--- config.mk ---
export PLATFORM = sky130hd
export DESIGN_NAME = wave_buffer_flat
export DESIGN_NICKNAME = d
export VERILOG_FILES = /design/src/rtl/wave_buffer_if.sv /design/src/rtl/wave_buffer.sv /design/src/flat_wrapper.sv
export SDC_FILE = /design/constraint.sdc
export NUM_CORES = 2
export LEC_CHECK = 0
export CORE_MARGIN = 4
export CORE_UTILIZATION = 25
export CTS_BUF_LIST = sky130_fd_sc_hd__clkbuf_4 sky130_fd_sc_hd__clkbuf_8
export CTS_CLUSTER_DIAMETER = 100
export DETAILED_ROUTE_END_ITERATION = 7
export PLACE_DENSITY = 0.41
export SLEW_MARGIN = 15
export SYNTH_ARGS = -nofsm -noshare
export SYNTH_HDL_FRONTEND = slang
export SYNTH_MEMORY_MAX_BITS = 65536
export SYNTH_SLANG_ARGS = --single-unit
--- constraint.sdc ---
create_clock -name lcd_clk -period 22.5 [get_ports lcd_clk]
set_input_delay 4.5 -clock lcd_clk [delete_from_list [all_inputs] [get_ports lcd_clk]]
set_output_delay 4.5 -clock lcd_clk [all_outputs]
set_load 0.03 [all_outputs]
--- src/rtl/wave_buffer_if.sv ---
// wave_buffer_if: AD sample stream, renderer read port and frame handshake
// grouped into one bundle.
//   ad_data/ad_valid   : 8-bit AD sample and its strobe
//   data_req/line_cnt  : renderer read request and column index
//   wr_over            : renderer frame-complete pulse
//   line_length        : front-bank sample, zero-extended to 16 bits
//   wave_ready         : back bank holds a complete capture awaiting swap
//   trig_flag          : last swapped-in capture came from a real trigger
interface wave_buffer_if;
  logic [7:0]  ad_data;
  logic        ad_valid;
  logic        data_req;
  logic [8:0]  line_cnt;
  logic        wr_over;
  logic [15:0] line_length;
  logic        wave_ready;
  logic        trig_flag;

  // Sample source / renderer side
  modport master (
    output ad_data, ad_valid, data_req, line_cnt, wr_over,
    input  line_length, wave_ready, trig_flag
  );

  // Acquisition buffer side
  modport slave (
    input  ad_data, ad_valid, data_req, line_cnt, wr_over,
    output line_length, wave_ready, trig_flag
  );
endinterface

--- src/rtl/wave_buffer.sv ---
// wave_buffer: double-buffered oscilloscope acquisition. Captures AD samples
// into the back bank with a pre-trigger window, level/edge trigger and
// auto-trigger timeout; swaps banks on the renderer's frame-done pulse and
// serves the front bank with one-cycle read latency.
// Ports:
//   lcd_clk    : sole clock
//   sys_rst    : synchronous active-high reset
//   run_stop   : 1 = acquire, 0 = freeze display and abort capture
//   trig_level : trigger threshold
//   trig_edge  : 0 = rising, 1 = falling
//   bus        : sample stream, renderer read port and status (slave side)
module wave_buffer #(
  parameter int unsigned DEPTH    = 300,
  parameter int unsigned PRE_TRIG = 150,
  parameter int unsigned AUTO_TO  = 4000
) (
  input  logic         lcd_clk,
  input  logic         sys_rst,
  input  logic         run_stop,
  input  logic [7:0]   trig_level,
  input  logic         trig_edge,
  wave_buffer_if.slave bus
);

  localparam int unsigned AW       = $clog2(DEPTH);
  localparam int unsigned AW1      = AW + 1;
  localparam int unsigned TW       = $clog2(AUTO_TO + 1);
  localparam int unsigned POST_LEN = DEPTH - PRE_TRIG - 1;

  typedef enum logic [2:0] {IDLE, PREFILL, ARMED, POST, FULL} state_t;

  state_t        state;
  logic [AW-1:0] wptr;
  logic [AW-1:0] taddr;
  logic [AW-1:0] start;
  logic [AW-1:0] cnt;
  logic [TW-1:0] auto_cnt;
  logic [7:0]    prev;
  logic          front;
  logic          front_valid;
  logic          tflag_pend;
  logic          wave_ready;
  logic          trig_flag;
  logic [15:0]   line_length;

  logic [7:0] bank0 [DEPTH];
  logic [7:0] bank1 [DEPTH];

  logic          we_c;
  logic          cross_c;
  logic [AW-1:0] wptr_nxt_c;
  logic [AW-1:0] rd_idx_c;
  logic [AW1-1:0] rd_sum_c;
  logic [AW-1:0] rd_addr_c;
  logic [AW-1:0] start_nxt_c;

  assign bus.line_length = line_length;
  assign bus.wave_ready  = wave_ready;
  assign bus.trig_flag   = trig_flag;

  // Write strobe, trigger detect and mod-DEPTH address arithmetic
  always_comb begin
    we_c        = 1'b0;
    cross_c     = 1'b0;
    wptr_nxt_c  = '0;
    rd_idx_c    = '0;
    rd_sum_c    = '0;
    rd_addr_c   = '0;
    start_nxt_c = '0;

    we_c = run_stop && bus.ad_valid &&
           (state == PREFILL || state == ARMED || state == POST);

    wptr_nxt_c = (wptr == AW'(DEPTH - 1)) ? '0 : wptr + AW'(1);

    if (trig_edge)
      cross_c = (prev > trig_level) && (trig_level >= bus.ad_data);
    else
      cross_c = (prev < trig_level) && (trig_level <= bus.ad_data);

    // Clamp out-of-range columns to the last one
    rd_idx_c  = (32'(bus.line_cnt) > DEPTH - 1) ? AW'(DEPTH - 1) : AW'(bus.line_cnt);
    rd_sum_c  = AW1'(start) + AW1'(rd_idx_c);
    rd_addr_c = (rd_sum_c >= AW1'(DEPTH)) ? AW'(rd_sum_c - AW1'(DEPTH)) : AW'(rd_sum_c);

    // Window start = taddr - PRE_TRIG, wrapped into 0..DEPTH-1
    start_nxt_c = (taddr >= AW'(PRE_TRIG)) ? taddr - AW'(PRE_TRIG)
                                           : taddr + AW'(DEPTH - PRE_TRIG);
  end

  // Capture always lands in the bank the renderer is not reading
  always_ff @(posedge lcd_clk) begin
    if (we_c) begin
      if (front) bank0[wptr] <= bus.ad_data;
      else       bank1[wptr] <= bus.ad_data;
    end
  end

  // Registered read port; midline until a capture has been swapped in
  always_ff @(posedge lcd_clk) begin
    if (sys_rst) begin
      line_length <= 16'd128;
    end else if (bus.data_req) begin
      if (!front_valid)
        line_length <= 16'd128;
      else
        line_length <= {8'd0, (front ? bank1[rd_addr_c] : bank0[rd_addr_c])};
    end
  end

  // Capture FSM
  always_ff @(posedge lcd_clk) begin
    if (sys_rst) begin
      state       <= IDLE;
      wptr        <= '0;
      taddr       <= '0;
      start       <= '0;
      cnt         <= '0;
      auto_cnt    <= '0;
      prev        <= '0;
      front       <= 1'b0;
      front_valid <= 1'b0;
      tflag_pend  <= 1'b0;
      wave_ready  <= 1'b0;
      trig_flag   <= 1'b0;
    end else if (!run_stop) begin
      // Abort capture; display-side state is left frozen
      state      <= IDLE;
      wave_ready <= 1'b0;
      wptr       <= '0;
      cnt        <= '0;
      auto_cnt   <= '0;
    end else begin
      case (state)
        IDLE: begin
          state    <= PREFILL;
          wptr     <= '0;
          cnt      <= '0;
          auto_cnt <= '0;
        end

        PREFILL: begin
          if (bus.ad_valid) begin
            wptr <= wptr_nxt_c;
            prev <= bus.ad_data;
            if (cnt == AW'(PRE_TRIG - 1)) begin
              cnt   <= '0;
              state <= ARMED;
            end else begin
              cnt <= cnt + AW'(1);
            end
          end
        end

        ARMED: begin
          if (bus.ad_valid) begin
            wptr <= wptr_nxt_c;
            prev <= bus.ad_data;
            if (cross_c || auto_cnt == TW'(AUTO_TO - 1)) begin
              taddr      <= wptr;
              tflag_pend <= cross_c;
              auto_cnt   <= '0;
              cnt        <= '0;
              if (POST_LEN == 0) begin
                state      <= FULL;
                wave_ready <= 1'b1;
              end else begin
                state <= POST;
              end
            end else begin
              auto_cnt <= auto_cnt + TW'(1);
            end
          end
        end

        POST: begin
          if (bus.ad_valid) begin
            wptr <= wptr_nxt_c;
            if (cnt == AW'(POST_LEN - 1)) begin
              state      <= FULL;
              wave_ready <= 1'b1;
            end else begin
              cnt <= cnt + AW'(1);
            end
          end
        end

        FULL: begin
          if (bus.wr_over) begin
            front       <= ~front;
            start       <= start_nxt_c;
            trig_flag   <= tflag_pend;
            front_valid <= 1'b1;
            wave_ready  <= 1'b0;
            state       <= PREFILL;
            wptr        <= '0;
            cnt         <= '0;
            auto_cnt    <= '0;
          end
        end

        default: state <= IDLE;
      endcase
    end
  end

endmodule

--- src/flat_wrapper.sv ---
// flat-port wrapper written by rule: the top's interface ports become plain ports
module wave_buffer_flat 
#(
  parameter int unsigned DEPTH    = 300,
  parameter int unsigned PRE_TRIG = 150,
  parameter int unsigned AUTO_TO  = 4000
)
  (lcd_clk, sys_rst, run_stop, trig_level, trig_edge, bus_ad_data, bus_ad_valid, bus_data_req, bus_line_cnt, bus_wr_over, bus_line_length, bus_wave_ready, bus_trig_flag);
  wave_buffer_if bus_i ();
  input  logic lcd_clk;
  input  logic sys_rst;
  input  logic run_stop;
  input  logic [7:0] trig_level;
  input  logic trig_edge;
  input wire logic [$bits(bus_i.ad_data)-1:0] bus_ad_data;
  input wire logic [$bits(bus_i.ad_valid)-1:0] bus_ad_valid;
  input wire logic [$bits(bus_i.data_req)-1:0] bus_data_req;
  input wire logic [$bits(bus_i.line_cnt)-1:0] bus_line_cnt;
  input wire logic [$bits(bus_i.wr_over)-1:0] bus_wr_over;
  output wire logic [$bits(bus_i.line_length)-1:0] bus_line_length;
  output wire logic [$bits(bus_i.wave_ready)-1:0] bus_wave_ready;
  output wire logic [$bits(bus_i.trig_flag)-1:0] bus_trig_flag;
  assign bus_i.ad_data = bus_ad_data;
  assign bus_i.ad_valid = bus_ad_valid;
  assign bus_i.data_req = bus_data_req;
  assign bus_i.line_cnt = bus_line_cnt;
  assign bus_i.wr_over = bus_wr_over;
  assign bus_line_length = bus_i.line_length;
  assign bus_wave_ready = bus_i.wave_ready;
  assign bus_trig_flag = bus_i.trig_flag;
  wave_buffer #(.DEPTH(DEPTH), .PRE_TRIG(PRE_TRIG), .AUTO_TO(AUTO_TO)) u_core (.lcd_clk(lcd_clk), .sys_rst(sys_rst), .run_stop(run_stop), .trig_level(trig_level), .trig_edge(trig_edge), .bus(bus_i));
endmodule
==> results.sh <==
export IMPL_synth_fa_ha_area_frac=0.00241
export IMPL_worst_slack_ns=9.90
export IMPL_fmax_mhz=79.4
export IMPL_worstPathArrival_ns=13.82
export IMPL_die_area_um2=795000
export IMPL_grt_pass1_wl_mm=938
export IMPL_highest_layer="met5"
export IMPL_muxShareOfSynthArea=0.157
export IMPL_yosys_top_cells_area="edfxtp_1, mux4_2, mux2i_1"
export IMPL_routabilityCongestion=0.804
export IMPL_final_net_count=10644
export IMPL_layout_commonest_cell="edfxtp_1"
export IMPL_clk_pin_slew_ns=0.07
export IMPL_drive_above_1_share=0.261
export IMPL_synth_top_area_share=0.739
export IMPL_fin_crit_sh=0.560
export IMPL_hold_buffers=0
export IMPL_drt_total_wl_mm=693
export IMPL_area_delta_synth_final_pct=15.2
export IMPL_die_x_um=891
export IMPL_required_ns=23.72
export IMPL_setup_worst_path_start_class="primary input"
export IMPL_io_pins=50
export IMPL_critical_path_class="primary input to flip-flop"
export IMPL_grt_usage=0.168
export IMPL_cts_sinks=4872
export IMPL_yosysTopAreaCell="edfxtp_1"
export IMPL_ys_ff_latch=4872
export IMPL_ir_drop_v=0.0000601
export IMPL_max_slew_worst_pin_slew_ns=1.28
export IMPL_hold_viol_final=0
export IMPL_syn_cell_area_um2=195000
export IMPL_first_iter_violations=11592
export IMPL_synth_edf_count=4800
export IMPL_rows=324
export IMPL_hp_start="u_core.tflag_pend"
export IMPL_slew_headroom=0.143
export IMPL_synth_compound_area_share=0.0346
export IMPL_ys_flop_type="edfxtp_1"
export IMPL_wl_met1_mm=297
export IMPL_min_delay_path_class="flip-flop to flip-flop"
export IMPL_dpl_hpwl_mm=432
export IMPL_grt_remaining_overflow=0
export IMPL_initial_core_util=0.251
export IMPL_syn_instance_count=10093
export IMPL_portBuffers=41
export IMPL_setup_viol=0
export IMPL_hold_depth=2
export IMPL_wire_per_inst_um=32.2
export IMPL_outcome="complete, no violations"
export IMPL_wl_met2_mm=332
export IMPL_reg2reg_depth=19
export IMPL_dp_slack_ns=8.81
export IMPL_avgSynthCellArea_um2=19.3
export IMPL_min_to="u_core.bus.trig_flag"
export IMPL_clock_path_buffers=4
export IMPL_dr_wl_met3_mm=46.1
export IMPL_ys_seq_area_frac=0.746
export IMPL_cts_tree="yes"
export IMPL_vias=105996
export IMPL_crit_path_end_kind="flip-flop"
export IMPL_cap_violations=0
export IMPL_post_cts_buffers=0
export IMPL_rsz0062_at_grt="no"
export IMPL_skew_ns=0.125
export IMPL_synth_cell_types=95
export IMPL_p_per_area_nw_per_um2=87.8
export IMPL_avgViaCountPerCell=4.92
export IMPL_synth_top_family_by_area="multiplexers"
export IMPL_synth_simple_gate_area_frac=0.0424
export IMPL_layout_common_cells="edfxtp_1, mux4_2, clkbuf_8, nor2_1, nand2_1"
export IMPL_ant_nets=0
export IMPL_setup_tns_ns=0
export IMPL_r2r_start="u_core.start[1]"
export IMPL_grt_antenna_before_repair=70
export IMPL_p_leak_nw=69.4
export IMPL_dieHeight_um=891
export IMPL_htree_levels=6
export IMPL_slew_viol_final=0
export IMPL_core_um2=778000
export IMPL_cts_root_buf="clkbuf_8"
export IMPL_async_flop_share=0
export IMPL_grt_max_degree=164
export IMPL_clk_latency_ns=1.35
export IMPL_cts_resized=0
export IMPL_timing_rr_end="u_core.bus.line_length[4]"
export IMPL_reg2reg_slack_ns=14.11
export IMPL_numCtsBuffers=808
export IMPL_ys_warn_count=0
export IMPL_cp_max_fo=51
export IMPL_period_minus_slack_ns=12.60
export IMPL_drcViolationCount=0
export IMPL_grt_pass1_vias=108044
export IMPL_drt_first_pass_iters=6
export IMPL_synth_xor_area_share=0.00171
kinds of logic after synthesis:
logic type / after synthesis
AOI/OAI and AO/OA: 943
xor gates and xnor gates: 38
adders and majority gates: 37
buffers and inverters: 714
DFF: 4872
muxes: 1549
other: 1
and+or+nand+nor: 1939
Yosys cell counts, types with 97 or more instances:
master       n
and3_1     104
buf_1       97
a21oi_1    140
nand3_1    149
buf_2      172
edfxtp_1  4800
clkbuf_1   367
o21ai_0    102
nand2_1    698
mux2i_1    314
a221oi_1   101
mux4_2    1204
nor2_1     772
o22ai_1    125
flip-flops by register name (all words and copies together) (netlist names), 8 cells and up:
name and cells:
u_core.taddr 9, u_core.start 9, u_core.wptr 9, u_core.prev 8, u_core.bank1 2400, u_core.bank0 2400
u_core.cnt 9, u_core.auto_cnt 12, u_core.bus.line_length 8
worst max-delay path by stage:
stage	start	endpoint	slack, ns	depth (start not counted)
CTS	bus_line_cnt[2]	u_core.bus.line_length[4]	10.18	25
detailed placement	bus_line_cnt[2]	u_core.bus.line_length[4]	8.81	25
global placement	bus_line_cnt[2]	u_core.bus.line_length[2]	8.58	26
finish	bus_line_cnt[2]	u_core.bus.line_length[4]	9.90	25
global route	bus_line_cnt[2]	u_core.bus.line_length[4]	9.70	25
floorplan	bus_line_cnt[2]	u_core.bus.line_length[4]	12.02	27
metal layers:
layer  GRT usage  vias up
li1            -    42661
met1       0.232    57895
met2       0.277     4505
met3      0.0265      931
met4      0.0432        4
met5           0        -
per-stage QoR:
| stage | utilization | instances | cell area [um^2] | hold WS (ns) | total power, mW |
|---|---|---|---|---|---|
| floorplan | - | 10100 | 195000 | 0.432 | 11.1 |
| global placement | 0.268 | 20028 | 209000 | 0.456 | 12.1 |
| detailed placement | 0.268 | 20032 | 209000 | 0.454 | 12.1 |
| CTS | 0.289 | 21490 | 225000 | 0.469 | 20.0 |
| global route | 0.289 | 21497 | 225000 | 0.504 | 20.4 |
| finish | 0.289 | 21523 | 225000 | 0.468 | 19.7 |
critical path, stage by stage:
cell             delay (ns)
clkdlybuf4s50_1        0.45
a21oi_1                0.17
nor2b_1                0.06
o31ai_1                0.29
buf_4                  0.20
nand2b_1               0.19
ha_1                   0.36
a211oi_2               0.43
or2_1                  0.38
nand2_4                0.38
inv_4                  0.21
ha_4                   0.17
inv_1                  0.12
o21a_1                 0.23
o211ai_4               0.62
a31oi_1                0.43
nand2_4                0.65
buf_12                 0.33
buf_4                  0.69
a2111oi_0              0.14
nor4_1                 0.95
a22oi_1                0.55
a32oi_1                0.31
a31oi_1                0.31
o31ai_1                0.36
report_power, final:
group          internal (mW)  switching [mW]
logic                  0.532            1.37
registers               9.97         0.00130
clock network           4.15            3.72
total                   14.7            5.09
cell type report:
class,count,area [um^2]
fillers,76513,554000
flip-flops and latches,4872,146000
multi-input cells,4514,47200
clock buffers,1106,13600
well taps,10269,12800
repair buffers,342,2970
clock inverters,352,2460
inverters,37,150
diodes,31,77.6
No activity file was read; power rests on OpenSTA's default activity.
